--- config.mk ---
export PLATFORM = sky130hd
export DESIGN_NAME = seg7_scan_driver
export DESIGN_NICKNAME = d
export VERILOG_FILES = /design/src/rtl/seg7_pkg.sv /design/src/rtl/seg7_decode.sv /design/src/rtl/seg7_scan_driver.sv
export SDC_FILE = /design/constraint.sdc
export NUM_CORES = 1
export LEC_CHECK = 0
export BUFFER_PORTS_ARGS = -buffer_cell sky130_fd_sc_hd__buf_2
export CORE_AREA = 2 2 57 59
export DETAILED_ROUTE_END_ITERATION = 8
export DIE_AREA = 0 0 59 61
export MAX_ROUTING_LAYER = met4
export PLACE_DENSITY = 0.74
export SYNTH_ARGS = -nofsm -noshare
export SYNTH_HDL_FRONTEND = slang
export SYNTH_SLANG_ARGS = --single-unit
export TNS_END_PERCENT = 10
--- constraint.sdc ---
create_clock -name clk -period 2.66 [get_ports clk]
set_input_delay 0 -clock clk [delete_from_list [all_inputs] [get_ports clk]]
set_output_delay 0 -clock clk [all_outputs]
set_load 0.005 [all_outputs]
--- src/rtl/seg7_pkg.sv ---
// Shared definitions for the 7-segment scan driver: segment patterns
// (active-high, {g,f,e,d,c,b,a}), FSM state type and anode select codes.
package seg7_pkg;

  localparam logic [6:0] SEG_0    = 7'h3F;
  localparam logic [6:0] SEG_1    = 7'h06;
  localparam logic [6:0] SEG_2    = 7'h5B;
  localparam logic [6:0] SEG_3    = 7'h4F;
  localparam logic [6:0] SEG_4    = 7'h66;
  localparam logic [6:0] SEG_5    = 7'h6D;
  localparam logic [6:0] SEG_6    = 7'h7D;
  localparam logic [6:0] SEG_7    = 7'h07;
  localparam logic [6:0] SEG_8    = 7'h7F;
  localparam logic [6:0] SEG_9    = 7'h6F;
  localparam logic [6:0] SEG_DASH = 7'h40;

  localparam logic [3:0] AN_ONES = 4'b0001;
  localparam logic [3:0] AN_TENS = 4'b0010;

  typedef enum logic {
    BLANK = 1'b0,
    SHOW  = 1'b1
  } state_e;

  // True when exactly one anode bit is set; anything else is displayed as off.
  function automatic logic is_onehot4(input logic [3:0] v);
    return (v == 4'b0001) || (v == 4'b0010) || (v == 4'b0100) || (v == 4'b1000);
  endfunction

endpackage

--- src/rtl/seg7_decode.sv ---
// Combinational BCD to active-high 7-segment decoder; codes 10..15 show a dash.
module seg7_decode
  import seg7_pkg::*;
(
  input  logic [3:0] bcd_i,
  output logic [6:0] seg_o
);

  // Lookup of the segment pattern for one digit.
  always_comb begin
    seg_o = SEG_DASH;
    case (bcd_i)
      4'd0:    seg_o = SEG_0;
      4'd1:    seg_o = SEG_1;
      4'd2:    seg_o = SEG_2;
      4'd3:    seg_o = SEG_3;
      4'd4:    seg_o = SEG_4;
      4'd5:    seg_o = SEG_5;
      4'd6:    seg_o = SEG_6;
      4'd7:    seg_o = SEG_7;
      4'd8:    seg_o = SEG_8;
      4'd9:    seg_o = SEG_9;
      default: seg_o = SEG_DASH;
    endcase
  end

endmodule

--- src/rtl/seg7_scan_driver.sv ---
// Display-side stage: registers the multiplexed digit/anode stream, inserts an
// all-off dead time on every anode change, decodes, blanks a leading zero on
// the tens digit and drives the pins with the configured polarity.
module seg7_scan_driver
  import seg7_pkg::*;
#(
  parameter int unsigned BLANK_CYCLES   = 4,
  parameter bit          LZB            = 1'b1,
  parameter bit          SEG_ACTIVE_LOW = 1'b1,
  parameter bit          AN_ACTIVE_LOW  = 1'b1
) (
  input  logic       clk,
  input  logic       rst,
  input  logic [3:0] bcd,
  input  logic [3:0] c,
  output logic [6:0] seg,
  output logic [3:0] an
);

  localparam logic [7:0] CNT_RELOAD = 8'(BLANK_CYCLES - 1);

  logic [3:0] bcd_q, c_q;
  logic [3:0] dig_lat_q, dig_lat_d;
  logic [3:0] an_lat_q, an_lat_d;
  state_e     state_q, state_d;
  logic [7:0] cnt_q, cnt_d;
  logic [6:0] seg_ah_q, seg_ah_d;
  logic [3:0] an_ah_q, an_ah_d;
  logic [6:0] seg_dec;

  // Input stage: capture the splitter outputs every cycle.
  always_ff @(posedge clk) begin
    if (rst) begin
      bcd_q <= 4'd0;
      c_q   <= 4'd0;
    end else begin
      bcd_q <= bcd;
      c_q   <= c;
    end
  end

  // State, latch and counter registers.
  always_ff @(posedge clk) begin
    if (rst) begin
      state_q   <= BLANK;
      cnt_q     <= CNT_RELOAD;
      dig_lat_q <= 4'd0;
      an_lat_q  <= 4'd0;
    end else begin
      state_q   <= state_d;
      cnt_q     <= cnt_d;
      dig_lat_q <= dig_lat_d;
      an_lat_q  <= an_lat_d;
    end
  end

  // Next-state logic: an anode change always (re)starts the dead time, even
  // when the counter is expiring in the same cycle.
  always_comb begin
    state_d   = state_q;
    cnt_d     = cnt_q;
    dig_lat_d = dig_lat_q;
    an_lat_d  = an_lat_q;
    if (c_q != an_lat_q) begin
      dig_lat_d = bcd_q;
      an_lat_d  = c_q;
      cnt_d     = CNT_RELOAD;
      state_d   = BLANK;
    end else begin
      case (state_q)
        BLANK: begin
          if (cnt_q == 8'd0) begin
            state_d = SHOW;
          end else begin
            cnt_d = cnt_q - 8'd1;
          end
        end
        SHOW: begin
          if (bcd_q != dig_lat_q) begin
            dig_lat_d = bcd_q;
          end
        end
        default: state_d = BLANK;
      endcase
    end
  end

  seg7_decode u_decode (
    .bcd_i (dig_lat_d),
    .seg_o (seg_dec)
  );

  // Output selection from the next-state values so the pins follow the
  // state change on the same edge (anode change -> off one edge later).
  always_comb begin
    seg_ah_d = 7'd0;
    an_ah_d  = 4'd0;
    if ((state_d == SHOW) && is_onehot4(an_lat_d) &&
        !(LZB && (an_lat_d == AN_TENS) && (dig_lat_d == 4'd0))) begin
      seg_ah_d = seg_dec;
      an_ah_d  = an_lat_d;
    end
  end

  // Registered active-high pin values; reset forces everything off.
  always_ff @(posedge clk) begin
    if (rst) begin
      seg_ah_q <= 7'd0;
      an_ah_q  <= 4'd0;
    end else begin
      seg_ah_q <= seg_ah_d;
      an_ah_q  <= an_ah_d;
    end
  end

  // Polarity is applied last, on the registered values.
  assign seg = SEG_ACTIVE_LOW ? ~seg_ah_q : seg_ah_q;
  assign an  = AN_ACTIVE_LOW  ? ~an_ah_q  : an_ah_q;

endmodule

---- Word-level counts from Yosys, hierarchy flattened ----
Memories as Yosys holds them, arrays and structs flattened. A register that Yosys moved wholly into a read port is not among the register bits.
Cells that the tools add are included.
Widths: inputs -> output; s select.
storage, ports and cells
  register bits after elaboration ......... 29
  memory bits (read-only) ................. 112
  bits of input ports ..................... 10
  output and inout bits ................... 11
  word-level logic and storage cells ...... 39
  memories ................................ 1
memory list
  memory           words  bits a word  read ports  clocked after memory_dff  write ports  RTL line           text
  (no name shown)  16     7            1           1                         0            seg7_decode.sv:12  case (bcd_i)
operators by class
  add/subtract/negate cells ............... 1
  eq/ne operators ......................... 6
  multiplexer cells ....................... 7
  bitwise operators ....................... 5
  reduce and logical (&&, ||, !) cells .... 12
operators with widths
  cell                 count
  $mux 4               4
  $logic_not 8->1      1
  $ne 4x4->1           2
  $sub 8x1->8 const B  1
  $not 7->7            1
  $eq 4x1->1 const B   1
  $eq 4x2->1 const B   1
  $eq 4x3->1 const B   1
  $eq 4x4->1 const B   1
  $logic_not 4->1      1
  $not 4->4            1
  $reduce_or 2->1      2
  $logic_and 1x1->1    3
  $logic_or 1x1->1     3
  $mux 1               3
  $not 1->1            3
  $reduce_and 2->1     1
  $logic_not 1->1      1

---- Longest topological paths before layout ----
  word-level depth ........................ 10
  mapped depth ............................ 9
  mapped depth without buffers ............ 9

---- Hierarchy ----
Synthesis repeated with hierarchy kept, for this count alone.
unflattened totals
  cells, all modules ...................... 184
  area total of the unflattened synthesis .. 1737.9 µm²
by module, submodules not included
  module            times used  cells each  area each (µm²)  seq. area each (µm²)
  seg7_scan_driver  1           155         1512.7           720.7
  seg7_decode       1           29          225.2            0.0

---- Least setup slack after synthesis ----
No wires, ideal clock.
  path kind ............................... register to register
  start point ............................. register c_q[2]
  end point ............................... register seg_ah_q[3]
  library setup time ...................... 70 ps
  data arrival time ....................... 2134 ps
  required time ........................... 2590 ps
  path slack .............................. 456 ps
  stages on the path, launching flop included .. 10
  buffers on the path ..................... 0
  clock period less this slack ............ 2204 ps
  cells stage by stage .................... dfxtp_1 > xnor2_1 > nand4_2 > nor2_4 > mux2i_1 > inv_1 > ha_1 > nor4_1 > o31ai_1 > a21oi_1
between the ends
  elaborated cells between the ends (all ways) .. 18
  classes of those cells .................. 5 x eq/ne; 3 x mux; 1 x bitwise; 9 x reduce/logical
RTL lines
  item                       RTL line                text
  from (decl)                seg7_scan_driver.sv:22  logic [3:0] bcd_q, c_q;
  from (signal assigned)     seg7_scan_driver.sv:35  c_q <= 4'd0;
  from (signal assigned)     seg7_scan_driver.sv:38  c_q <= c;
  $ne 4x4->1 (*)             seg7_scan_driver.sv:64  if (c_q != an_lat_q) begin
  $mux 4 (*)                 seg7_scan_driver.sv:64
  via dig_lat_d[0]           seg7_scan_driver.sv:23  logic [3:0] dig_lat_q, dig_lat_d;
  $logic_not 4->1            seg7_scan_driver.sv:99  !(LZB && (an_lat_d == AN_TENS) && (dig_lat_d == 4'd0))) begin
  $logic_and 1x1->1          seg7_scan_driver.sv:99
  $logic_not 1->1            seg7_scan_driver.sv:99
  $logic_and 1x1->1          seg7_scan_driver.sv:98  if ((state_d == SHOW) && is_onehot4(an_lat_d) &&
  $not 1->1 (no line)        n/a
  $reduce_or 2->1 (no line)  n/a
  to (decl)                  seg7_scan_driver.sv:27  logic [6:0] seg_ah_q, seg_ah_d;
Mark *: on every way through the listed nets, which the timed path passes. The rest lies on a longest branch.
A chain may end at the register's enable or synchronous reset.

---- Final worst setup path ----
  start point ............................. register c_q[2]
  end point ............................... register seg_ah_q[5]
between the ends
  word-level cells in the longest chain between the ends .. 10
  elaborated cells between the ends (all ways) .. 18
  classes of those cells .................. 5 x eq/ne; 3 x mux; 1 x bitwise; 9 x reduce/logical
RTL lines
  item                                             RTL line                                text
  $ne 4x4->1                                       seg7_scan_driver.sv:64
  $mux 4                                           seg7_scan_driver.sv:64
  $eq 4x1->1 / $eq 4x2->1 (equally long branches)  seg7_pkg.sv:27, seg7_scan_driver.sv:99
  $logic_or 1x1->1 (3 in series)                   seg7_pkg.sv:27                          return (v == 4'b0001) || (v == 4'b0010) || (v == 4'b0100) || (v == 4'b1000);
  $logic_and 1x1->1 (2 in series)                  seg7_scan_driver.sv:98
  $not 1->1 (no line)                              n/a
  $reduce_or 2->1 (no line)                        n/a
Several ways; a longest one is shown, not always the timed one.

==> results.toml <==
[run_status]
run_status = "complete, no violations"

[sta]
worst_pin_slew_ps = 458
final-max-slew-violation-count = 0
timing.slew.headroom_pct = 69.5
timing.final.hold_violations = 0
timing.final.crit_period_ps = 2370
setup_tns_ps = 0
setup_repair_after_global_routing_missed_its_margin = "no"
timing.final.crit_share_pct = 88.9
maximum_operating_frequency_mhz = 423
setup_viol = 0
final_clock_skew_ps = 9.07

[floorplanning]
row_count = 20
floorplan.die_area_um2 = 3600
design.core.area_um2 = 2950
effective_utilization_at_floorplan_pct = 53.0
design.portCount = 21
floorplan.die.width_um = 59
die_y_um = 61

[cts]
tritoncts = "yes"
cts_num_sinks = 36
clock_insertion_delay_worst_skew_ps = 340
cts.htree.levels = 2
ctsRootBufferMaster = "clkbuf_4"
cts_resized = 0
clockBufferDepth = 2
clkTransAtPathRegs_ps = 100
numCtsBuffers = 5

[grt]
number_of_global_route_vias_before_repair = 1189
grt_pass1_wl_mm = 4.89
globalRoute.totalOverflow = 0
antenna_found_initial = 0
groute.usage.overall_pct = 19.4
grt_start_max_net_pins = 18

[finish]
area_growth_syn_to_layout_pct = 18.8
number_of_nets_at_the_end_of_the_flow = 222
layoutNonFillerInstCount = 238
n_antenna_cell = 0
post_route_cells_drive_above_1_share_pct = 19.5
n_fill_cell = 261

[worst_setup_path]
critical_path_arrival_ps = 2580
worst-path-buf-inv = 0
slowest_cell_on_the_critical_path = "a41o_1"
number_of_cells_on_the_critical_path = 7
critical-path-top-delay-family = "simple AND/OR/NAND/NOR gates"
rr_worst_depth = 7
rr_startpoint = "c_q[2]"
worst-endpoint-required_ps = 2880
worstSetupEndpointType = "register"
startpoint = "c_q[2]"
cp_max_fo = 11
cp-start-kind = "register"
worst_path_largest_cell_delay_ps = 470
critical_path_class = "reg2reg"
cp_cell_sequence = "xnor2_1 > nand4_2 > nor2_4 > mux2i_1 > ha_1 > a41o_1 > nor3_1"

[routing]
total_wirelength_mm = 2.97
route.vias.total = 1206
initial_drt_pass_iterations = 4
remaining_drc_errors = 0
antenna_violating_nets_post_route = 0
detail_route.wl_per_cell_um = 12.5
post_drt_via_cell_ratio = 5.07
drtIter0Drc = 35

[hold_path]
hold_path.class = "in2reg"
whs_path_depth = 3
holdCritStartpoint = "c[2]"

[power]
p_seq_share_pct = 56.9
intPower_mw = 0.744
power.static_leakage_nw = 0.738
power_switching_mw = 0.247
comb_power_share_pct = 12.9
power_frac_clock_pct = 30.1
power.share.switching_pct = 24.9
irDropWorstVdd_uv = 309
power.density_cell_area_nw_per_um2 = 533

[synth]
synthesized_nets = 186
post_synth_inst_count = 168
synth.ff_latch_count = 36
syn_avg_cell_area_um2 = 9.31
synth.area.top_cells = "dfxtp_1, ha_1, inv_1"
fraction_of_the_yosys_area_taken_by_sequential_cells_pct = 46.1
synth.largest_area_cell = "dfxtp_1"
synthesis.area_um2 = 1560
ys_types = 33
area_share_of_the_largest_cell_type_after_synthesis_pct = 46.1
synth.yosys.warnings = 0

[placement]
place.detailed.instances = 221
gp_congestion = 0.847
port_buffers = 20
hpwl_mm = 2.19

[run]
drv.max_cap_violation_count = 0
==> cell families (layout without fill, tap and decap cells) <==
logic type	Yosys count	count (layout)	synth area share [%]
xor gates and xnor gates	12	12	6.72
muxes	7	7	4.64
AOI/OAI and AO/OA	18	18	7.92
and+or+nand+nor	60	60	20.8
buffers and inverters	27	64	7.44
adders and majority gates	8	8	6.40
DFF	36	36	46.1
==> layout by cell type (no fill, tap or decap), drive strengths merged <==
master,n
nand4,3
buf,25
inv,22
nand3b,4
nor3,2
a211o,1
nor4,3
a41o,1
nor2b,11
dlygate4sd3,9
xnor2,6
dfxtp,36
a31oi,1
a211oi,1
a21oi,8
nand2,2
o22ai,1
mux2i,5
nand4b,1
nand3,5
clkbuf,8
nand2b,4
xor2,6
nor2,23
mux2,2
o31ai,1
o21ai,3
ha,8
or2,2
o211ai,1
==> layer usage <==
layer  vias up  track usage [%]  part of all wire (%)
met1       548             17.9                    39
met3        11             7.46                   4.9
met5         -                -                     0
met4         0             12.0                   2.5
met2        33             33.8                    53
li1        614                -                     -
==> Yosys cell counts <==
| cell type | n |
|---|---|
| mux2_2 | 2 |
| or2_1 | 1 |
| nor3_1 | 2 |
| a41o_1 | 1 |
| o211ai_1 | 1 |
| a211oi_1 | 1 |
| nand4_2 | 1 |
| nor2b_1 | 11 |
| nand2_1 | 2 |
| xnor2_1 | 6 |
| or2_2 | 1 |
| o22ai_1 | 1 |
| a21oi_1 | 4 |
| nand4b_1 | 1 |
| nand3b_1 | 4 |
| inv_1 | 22 |
| a31oi_1 | 1 |
| nor2_1 | 22 |
| nand3_1 | 5 |
| nor4_1 | 3 |
| buf_6 | 2 |
| a211o_1 | 1 |
| clkbuf_1 | 3 |
| xor2_1 | 6 |
| nor2_4 | 1 |
| o21ai_0 | 3 |
| ha_1 | 8 |
| nand2b_1 | 4 |
| mux2i_1 | 5 |
| nand4_1 | 2 |
| o31ai_1 | 1 |
| a21oi_2 | 4 |
| dfxtp_1 | 36 |
==> through the flow <==
stage	utilization [%]	worst slack (ps)	area [um^2]	power [mW]	hold WS, ps
CTS	62.9	312	1860	1.00	386
detailed placement	57.9	313	1710	0.694	214
global route	62.9	67.6	1860	1.04	415
global placement	57.9	467	1710	0.688	209
finish	62.9	295	1860	0.991	402
floorplan	-	456	1560	0.661	71.6
==> area by class of cell <==
| class | count | area, um^2 | area share (%) |
|---|---|---|---|
| Sequential cell | 36 | 721 | 38.8 |
| Clock buffer | 8 | 58.8 | 3.16 |
| Inverter | 22 | 82.6 | 4.44 |
| Tap cell | 33 | 41.3 | 2.22 |
| Timing Repair Buffer | 34 | 228 | 12.3 |
| Multi-Input combinational cell | 105 | 727 | 39.1 |
==> state kept, by name, summed over array words and instances (netlist names) <==
signal	count
dig_lat_q	4
c_q	4
seg_ah_q	7
cnt_q	8
bcd_q	4
an_ah_q	4
an_lat_q	4
state_q	1
==> power by group through the flow <==
stage	Clock, mW	Sequential (mW)	Combinational (mW)
6_report	0.298	0.564	0.128
3_5_place_dp	0	0.576	0.117
3_3_place_gp	0	0.576	0.112
2_1_floorplan	0	0.573	0.0873
5_1_grt	0.330	0.566	0.142
4_1_cts	0.309	0.564	0.128
==> what timing repair did <==
| item | in CTS | in global routing |
|---|---|---|
| hold buffers | 9 | 0 |
| endpoints found under the hold margin | 14 | 0 |
| buffers inserted | 0 | 0 |
==> worst min-delay path, delay by kind of cell <==
family	cells	cell delay, ps
buf+inv	2	610
simple gates	1	100
==> path summary, 6_finish.rpt <==
| path | end | slack [ps] |
|---|---|---|
| max | seg_ah_q[5] | 290 |
| min | c_q[2] | 400 |
| max reg2reg | seg_ah_q[5] | 290 |
| min reg2reg | cnt_q[6] | 540 |
(Power assumes the default switching activity.)
